[src/rtl/rx_command_decoder_if.sv]
// Byte stream from the UART receiver, memory write port and core action request,
// bundled between the command decoder and its neighbours.
interface rx_command_decoder_if;
    logic [7:0] rx_data;
    logic       rx_ready;
    logic       core_busy;
    logic       wr_en_a;
    logic       wr_en_b;
    logic [7:0] wr_data;
    logic [9:0] wr_addr;
    logic [5:0] action;
    logic       err;

    modport master (
        input  rx_data,
        input  rx_ready,
        input  core_busy,
        output wr_en_a,
        output wr_en_b,
        output wr_data,
        output wr_addr,
        output action,
        output err
    );

    modport slave (
        output rx_data,
        output rx_ready,
        output core_busy,
        input  wr_en_a,
        input  wr_en_b,
        input  wr_data,
        input  wr_addr,
        input  action,
        input  err
    );
endinterface

[src/rtl/rx_command_decoder.sv]
// Decodes UART command bytes into operand loads for memories A/B or one-cycle
// one-hot action requests for the processing core.
module rx_command_decoder #(
    parameter int unsigned N_ELEMENTS     = 4,
    parameter int unsigned TIMEOUT_CYCLES = 1_000_000
) (
    input logic                  clk,
    input logic                  rst,
    rx_command_decoder_if.master bus
);
    localparam int unsigned IDX_W = (N_ELEMENTS > 1) ? $clog2(N_ELEMENTS) : 1;
    localparam int unsigned TMR_W = $clog2(TIMEOUT_CYCLES + 1);
    localparam logic [IDX_W-1:0] IDX_LAST = IDX_W'(N_ELEMENTS - 1);
    localparam logic [TMR_W-1:0] TMR_LAST = TMR_W'(TIMEOUT_CYCLES - 1);

    localparam logic [2:0] S_IDLE   = 3'd0;
    localparam logic [2:0] S_LOAD_A = 3'd1;
    localparam logic [2:0] S_LOAD_B = 3'd2;
    localparam logic [2:0] S_PEND   = 3'd3;
    localparam logic [2:0] S_ISSUE  = 3'd4;

    logic [2:0]       r_state;
    logic [IDX_W-1:0] r_index;
    logic [TMR_W-1:0] r_timer;
    logic [5:0]       r_code;
    logic             r_wr_en_a;
    logic             r_wr_en_b;
    logic [7:0]       r_wr_data;
    logic [9:0]       r_wr_addr;
    logic [5:0]       r_action;
    logic             r_err;

    always_ff @(posedge clk or posedge rst) begin
        if (rst) begin
            r_state   <= S_IDLE;
            r_index   <= '0;
            r_timer   <= '0;
            r_code    <= '0;
            r_wr_en_a <= 1'b0;
            r_wr_en_b <= 1'b0;
            r_wr_data <= '0;
            r_wr_addr <= '0;
            r_action  <= '0;
            r_err     <= 1'b0;
        end else begin
            r_wr_en_a <= 1'b0;
            r_wr_en_b <= 1'b0;
            r_action  <= '0;
            r_err     <= 1'b0;
            case (r_state)
                S_IDLE: begin
                    if (bus.rx_ready) begin
                        r_index <= '0;
                        r_timer <= '0;
                        case (bus.rx_data)
                            8'h01:   r_state <= S_LOAD_A;
                            8'h02:   r_state <= S_LOAD_B;
                            8'h03:   begin r_code <= 6'b000001; r_state <= S_PEND; end
                            8'h04:   begin r_code <= 6'b000010; r_state <= S_PEND; end
                            8'h05:   begin r_code <= 6'b000100; r_state <= S_PEND; end
                            8'h06:   begin r_code <= 6'b001000; r_state <= S_PEND; end
                            default: r_err <= 1'b1;
                        endcase
                    end
                end
                S_LOAD_A, S_LOAD_B: begin
                    // An accepted byte wins over a timeout expiring on the same edge.
                    if (bus.rx_ready) begin
                        r_wr_en_a <= (r_state == S_LOAD_A);
                        r_wr_en_b <= (r_state == S_LOAD_B);
                        r_wr_data <= bus.rx_data;
                        r_wr_addr <= {{(10 - IDX_W){1'b0}}, r_index};
                        r_timer   <= '0;
                        if (r_index == IDX_LAST) begin
                            r_state <= S_IDLE;
                        end else begin
                            r_index <= r_index + 1'b1;
                        end
                    end else if (r_timer == TMR_LAST) begin
                        r_err   <= 1'b1;
                        r_state <= S_IDLE;
                    end else begin
                        r_timer <= r_timer + 1'b1;
                    end
                end
                S_PEND: begin
                    r_err <= bus.rx_ready;
                    if (!bus.core_busy) begin
                        r_action <= r_code;
                        r_state  <= S_ISSUE;
                    end
                end
                S_ISSUE: begin
                    r_err   <= bus.rx_ready;
                    r_state <= S_IDLE;
                end
                default: r_state <= S_IDLE;
            endcase
        end
    end

    assign bus.wr_en_a = r_wr_en_a;
    assign bus.wr_en_b = r_wr_en_b;
    assign bus.wr_data = r_wr_data;
    assign bus.wr_addr = r_wr_addr;
    assign bus.action  = r_action;
    assign bus.err     = r_err;
endmodule

[src/flat_wrapper.sv]
// flat-port wrapper written by rule: the top's interface ports become plain ports
module rx_command_decoder_flat 
#(
    parameter int unsigned N_ELEMENTS     = 4,
    parameter int unsigned TIMEOUT_CYCLES = 1_000_000
)
  (clk, rst, bus_rx_data, bus_rx_ready, bus_core_busy, bus_wr_en_a, bus_wr_en_b, bus_wr_data, bus_wr_addr, bus_action, bus_err);
  rx_command_decoder_if bus_i ();
  input logic clk;
  input logic rst;
  input wire logic [$bits(bus_i.rx_data)-1:0] bus_rx_data;
  input wire logic [$bits(bus_i.rx_ready)-1:0] bus_rx_ready;
  input wire logic [$bits(bus_i.core_busy)-1:0] bus_core_busy;
  output wire logic [$bits(bus_i.wr_en_a)-1:0] bus_wr_en_a;
  output wire logic [$bits(bus_i.wr_en_b)-1:0] bus_wr_en_b;
  output wire logic [$bits(bus_i.wr_data)-1:0] bus_wr_data;
  output wire logic [$bits(bus_i.wr_addr)-1:0] bus_wr_addr;
  output wire logic [$bits(bus_i.action)-1:0] bus_action;
  output wire logic [$bits(bus_i.err)-1:0] bus_err;
  assign bus_i.rx_data = bus_rx_data;
  assign bus_i.rx_ready = bus_rx_ready;
  assign bus_i.core_busy = bus_core_busy;
  assign bus_wr_en_a = bus_i.wr_en_a;
  assign bus_wr_en_b = bus_i.wr_en_b;
  assign bus_wr_data = bus_i.wr_data;
  assign bus_wr_addr = bus_i.wr_addr;
  assign bus_action = bus_i.action;
  assign bus_err = bus_i.err;
  rx_command_decoder #(.N_ELEMENTS(N_ELEMENTS), .TIMEOUT_CYCLES(TIMEOUT_CYCLES)) u_core (.clk(clk), .rst(rst), .bus(bus_i));
endmodule
[config.mk]
export PLATFORM = sky130hd
export DESIGN_NAME = rx_command_decoder_flat
export DESIGN_NICKNAME = d
export VERILOG_FILES = /design/src/rtl/rx_command_decoder_if.sv /design/src/rtl/rx_command_decoder.sv /design/src/flat_wrapper.sv
export SDC_FILE = /design/constraint.sdc
export NUM_CORES = 1
export LEC_CHECK = 0
export ABC_CLOCK_PERIOD_IN_PS = 2300
export BUFFER_PORTS_ARGS = -buffer_cell sky130_fd_sc_hd__clkbuf_2
export CORE_MARGIN = 4
export CORE_UTILIZATION = 50
export CTS_CLUSTER_DIAMETER = 80
export DETAILED_ROUTE_END_ITERATION = 6
export HOLD_SLACK_MARGIN = 0.05
export PLACE_DENSITY = 0.72
export SETUP_SLACK_MARGIN = 0.2
export SYNTH_ARGS = -nofsm -noshare
export SYNTH_HDL_FRONTEND = slang
export SYNTH_SLANG_ARGS = --single-unit
export TNS_END_PERCENT = 1
[constraint.sdc]
create_clock -name clk -period 2.3 [get_ports clk]
set_input_delay 0.23 -clock clk [delete_from_list [all_inputs] [get_ports clk]]
set_output_delay 0.23 -clock clk [all_outputs]
set_load 0.01 [all_outputs]
==> flow_summary.json <==
{
  "diodes": 0,
  "syn-cell-area_mm2": 0.002422,
  "htree_levels": 2,
  "vias_per_cell": 5.271,
  "synth_warnings": 0,
  "dieArea_mm2": 0.006023,
  "port_buffers": 28,
  "crit_path_start_kind": "register",
  "final_nets": 286,
  "grt_pass1_vias": 1699,
  "die_h_um": 77.61,
  "period_share_pct": 88.95,
  "setup_viol": 0,
  "synth_most_common_cell": "dfrtp_1",
  "place.gp.congestion": 0.8319,
  "worstPathArrival_ns": 2.24,
  "design_area_mm2": 0.002723,
  "endpoint_kind": "register",
  "dpl.hpwl_um": 3323,
  "wirelength_um": 4583,
  "grt_first_pass_wirelength_um": 7728,
  "post_drt_wl_per_cell_um": 13.48,
  "die_width_um": 77.61,
  "overflow": 0,
  "finalSetupTns_ns": 0,
  "antenna_left": 0,
  "synth-main-ff-cell": "dfrtp_1",
  "yosys-top-cells-count": "46 x dfrtp_1, 22 x nor2_1, 20 x nand2_1",
  "cts_made_buffers": 5,
  "peakVddDrop_mv": 0.4263,
  "std_cell_rows": 25,
  "cts_tree": "yes",
  "ys_async_sr_fraction_pct": 100.0,
  "critPathMaxFanout": 6,
  "p_leak_nw": 1.212,
  "worst_pin_slew_ns": 0.7127,
  "fin_crit_ns": 2.046,
  "rsz0062_at_grt": "no",
  "synth_edf_count": 0,
  "ios": 39,
  "critPathRequiredTime_ns": 2.49,
  "grt_usage_pct": 16.09,
  "grt_max_degree": 36,
  "yosys.area.top_type_share_pct": 47.52,
  "synth.distinct_cells": 51,
  "drcViolationCount": 0,
  "ys_seq_elements": 46,
  "max_freq_mhz": 488.8,
  "initial_core_util_pct": 51.28,
  "drive_above_1_share_pct": 26.74,
  "drt-initial-drc-count": 54,
  "max-slew-margin-rel_pct": 52.20,
  "syn2layout_area_growth_pct": 12.40,
  "synth_largest_area_cell": "dfrtp_1",
  "fin_skew_ns": 0.008423,
  "antenna_found_initial": 0,
  "p_per_area_mw_per_mm2": 618.1,
  "hold_viol_final": 0,
  "coreArea_mm2": 0.004723,
  "clk_pin_slew_ns": 0.08,
  "post_dp_cell_area_mm2": 0.002615,
  "clkSinkCount": 46,
  "drv_cap": 0,
  "clock_path_buffers": 2,
  "seq_area_frac_synth_pct": 47.52,
  "avgSynthCellArea_um2": 10.14,
  "clk_latency_ns": 0.30,
  "fillers": 410,
  "firstDrtPassIters": 4,
  "vias": 1792,
  "synth.area.top_cells": "dfrtp_1 48%, mux2_2 7.4%, nor2_1 3.4%, buf_4 3.1%, nand2_1 3.1%",
  "path_class": "reg -> reg",
  "min_path_type": "in -> reg",
  "slew_viol_final": 0,
  "status": "completed",
  "cts-root-buf": "clkbuf_8",
  "syn_inst": 239
}
[worst max-delay path: stages, from the launching register on]
cell     delay [ns]
dfrtp_1        0.40
ha_2           0.21
and4_2         0.28
nand4_1        0.27
o21ai_2        0.24
o31a_1         0.20
mux2_2         0.34
[cell families (layout without fill, tap and decap cells)]
group	after synthesis	count (layout)	share of synthesized area, %
multiplexers	16	16	7.438
adder cells (fa/ha/maj)	4	4	1.859
buffers and inverters	28	53	6.095
other	1	10	0.1548
AO/OA/AOI/OAI	32	32	9.556
flip-flops	46	46	47.52
XOR/XNOR	12	12	4.339
AND/OR/NAND/NOR	100	100	23.04
[path summary, 6_finish.rpt]
| check | from | cells after the start | end | slack, ns |
|---|---|---|---|---|
| worst max-delay path | u_core.r_timer[0] | 6 | u_core.r_state[1] | 0.25 |
| worst min-delay path | bus_core_busy | 2 | u_core.r_state[2] | 0.14 |
| worst max register to register | u_core.r_timer[0] | 6 | u_core.r_state[1] | 0.25 |
| worst min register to register | u_core.r_code[1] | 1 | u_core.bus.action[1] | 0.49 |
| max in group asynchronous | rst | 4 | u_core.bus.wr_data[7] | 1.21 |
| min in group asynchronous | rst | 3 | u_core.r_timer[16] | 0.38 |
[registers in the layout, summed over array words and instances, names as in the netlist]
register,count
u_core.bus.action,4
u_core.bus.err,1
u_core.bus.wr_addr,2
u_core.bus.wr_data,8
u_core.bus.wr_en_a,1
u_core.bus.wr_en_b,1
u_core.r_code,4
u_core.r_index,2
u_core.r_state,3
u_core.r_timer,20
[layout by cell type, fill, tap and decap left out, drive strengths merged, types with 2 or more instances in the layout]
cell and instances:
nand2b 4, o21ai 7, o31a 2, xnor2 8
conb 10, nand4 3, or3 2, nand2 20
nand3 10, dfrtp 46, nor3 11, nor4 2
maj3 2, and4 2, ha 2, buf 8
and2 4, nor2 24, a31oi 2, nor3b 4
mux2 16, clkbuf 34, a21oi 5, xor2 4
o211ai 6, nor4b 3, o22a 2, inv 8
or4 5, clkinv 2
[layout make-up]
type | count | area [µm²] | area share (%)
clock inverters | 2 | 13.76 | 0.5055
inverters | 8 | 30.03 | 1.103
clock buffers | 6 | 72.57 | 2.665
well taps | 67 | 83.83 | 3.079
flip-flops and latches | 46 | 1151 | 42.28
repair buffers | 37 | 210.2 | 7.721
multi-input cells | 174 | 1161 | 42.65
[stage by stage]
step	setup slack [ns]	util (%)	total power, mW	cells	hold WS (ns)
after global routing	0.1898	57.64	1.775	340	0.1398
after global placement	0.3340	55.36	1.213	330	0.1518
after detailed placement	0.2889	55.36	1.219	330	0.1523
after CTS	0.2725	57.40	1.715	339	0.1358
final	0.2541	57.64	1.683	340	0.1429
after floorplan	0.3997	-	1.115	248	0.3300
[metal layers]
layer	wire (µm)	track usage, %	part of all wire (%)
met1	2113	19.76	46
met2	2202	26.97	48
met3	207	4.292	4.5
met4	59	6.050	1.3
met5	0	0	0
[report_power, final]
| group | switching, mW | internal [mW] | leakage (nW) |
|---|---|---|---|
| logic | 0.147 | 0.128 | 0.547 |
| registers | 0.0418 | 0.884 | 0.619 |
| clock network | 0.267 | 0.215 | 0.0452 |
| total | 0.456 | 1.23 | 1.21 |
[timing repair]
item / 4_1_cts / 5_1_grt
buffers inserted: 0 / 1
endpoints found under the hold margin: 11 / 0
gates resized for setup: 0 / 2
hold buffers: 1 / 0
endpoints found under the setup margin: 0 / 6
(Power assumes the default switching activity.)
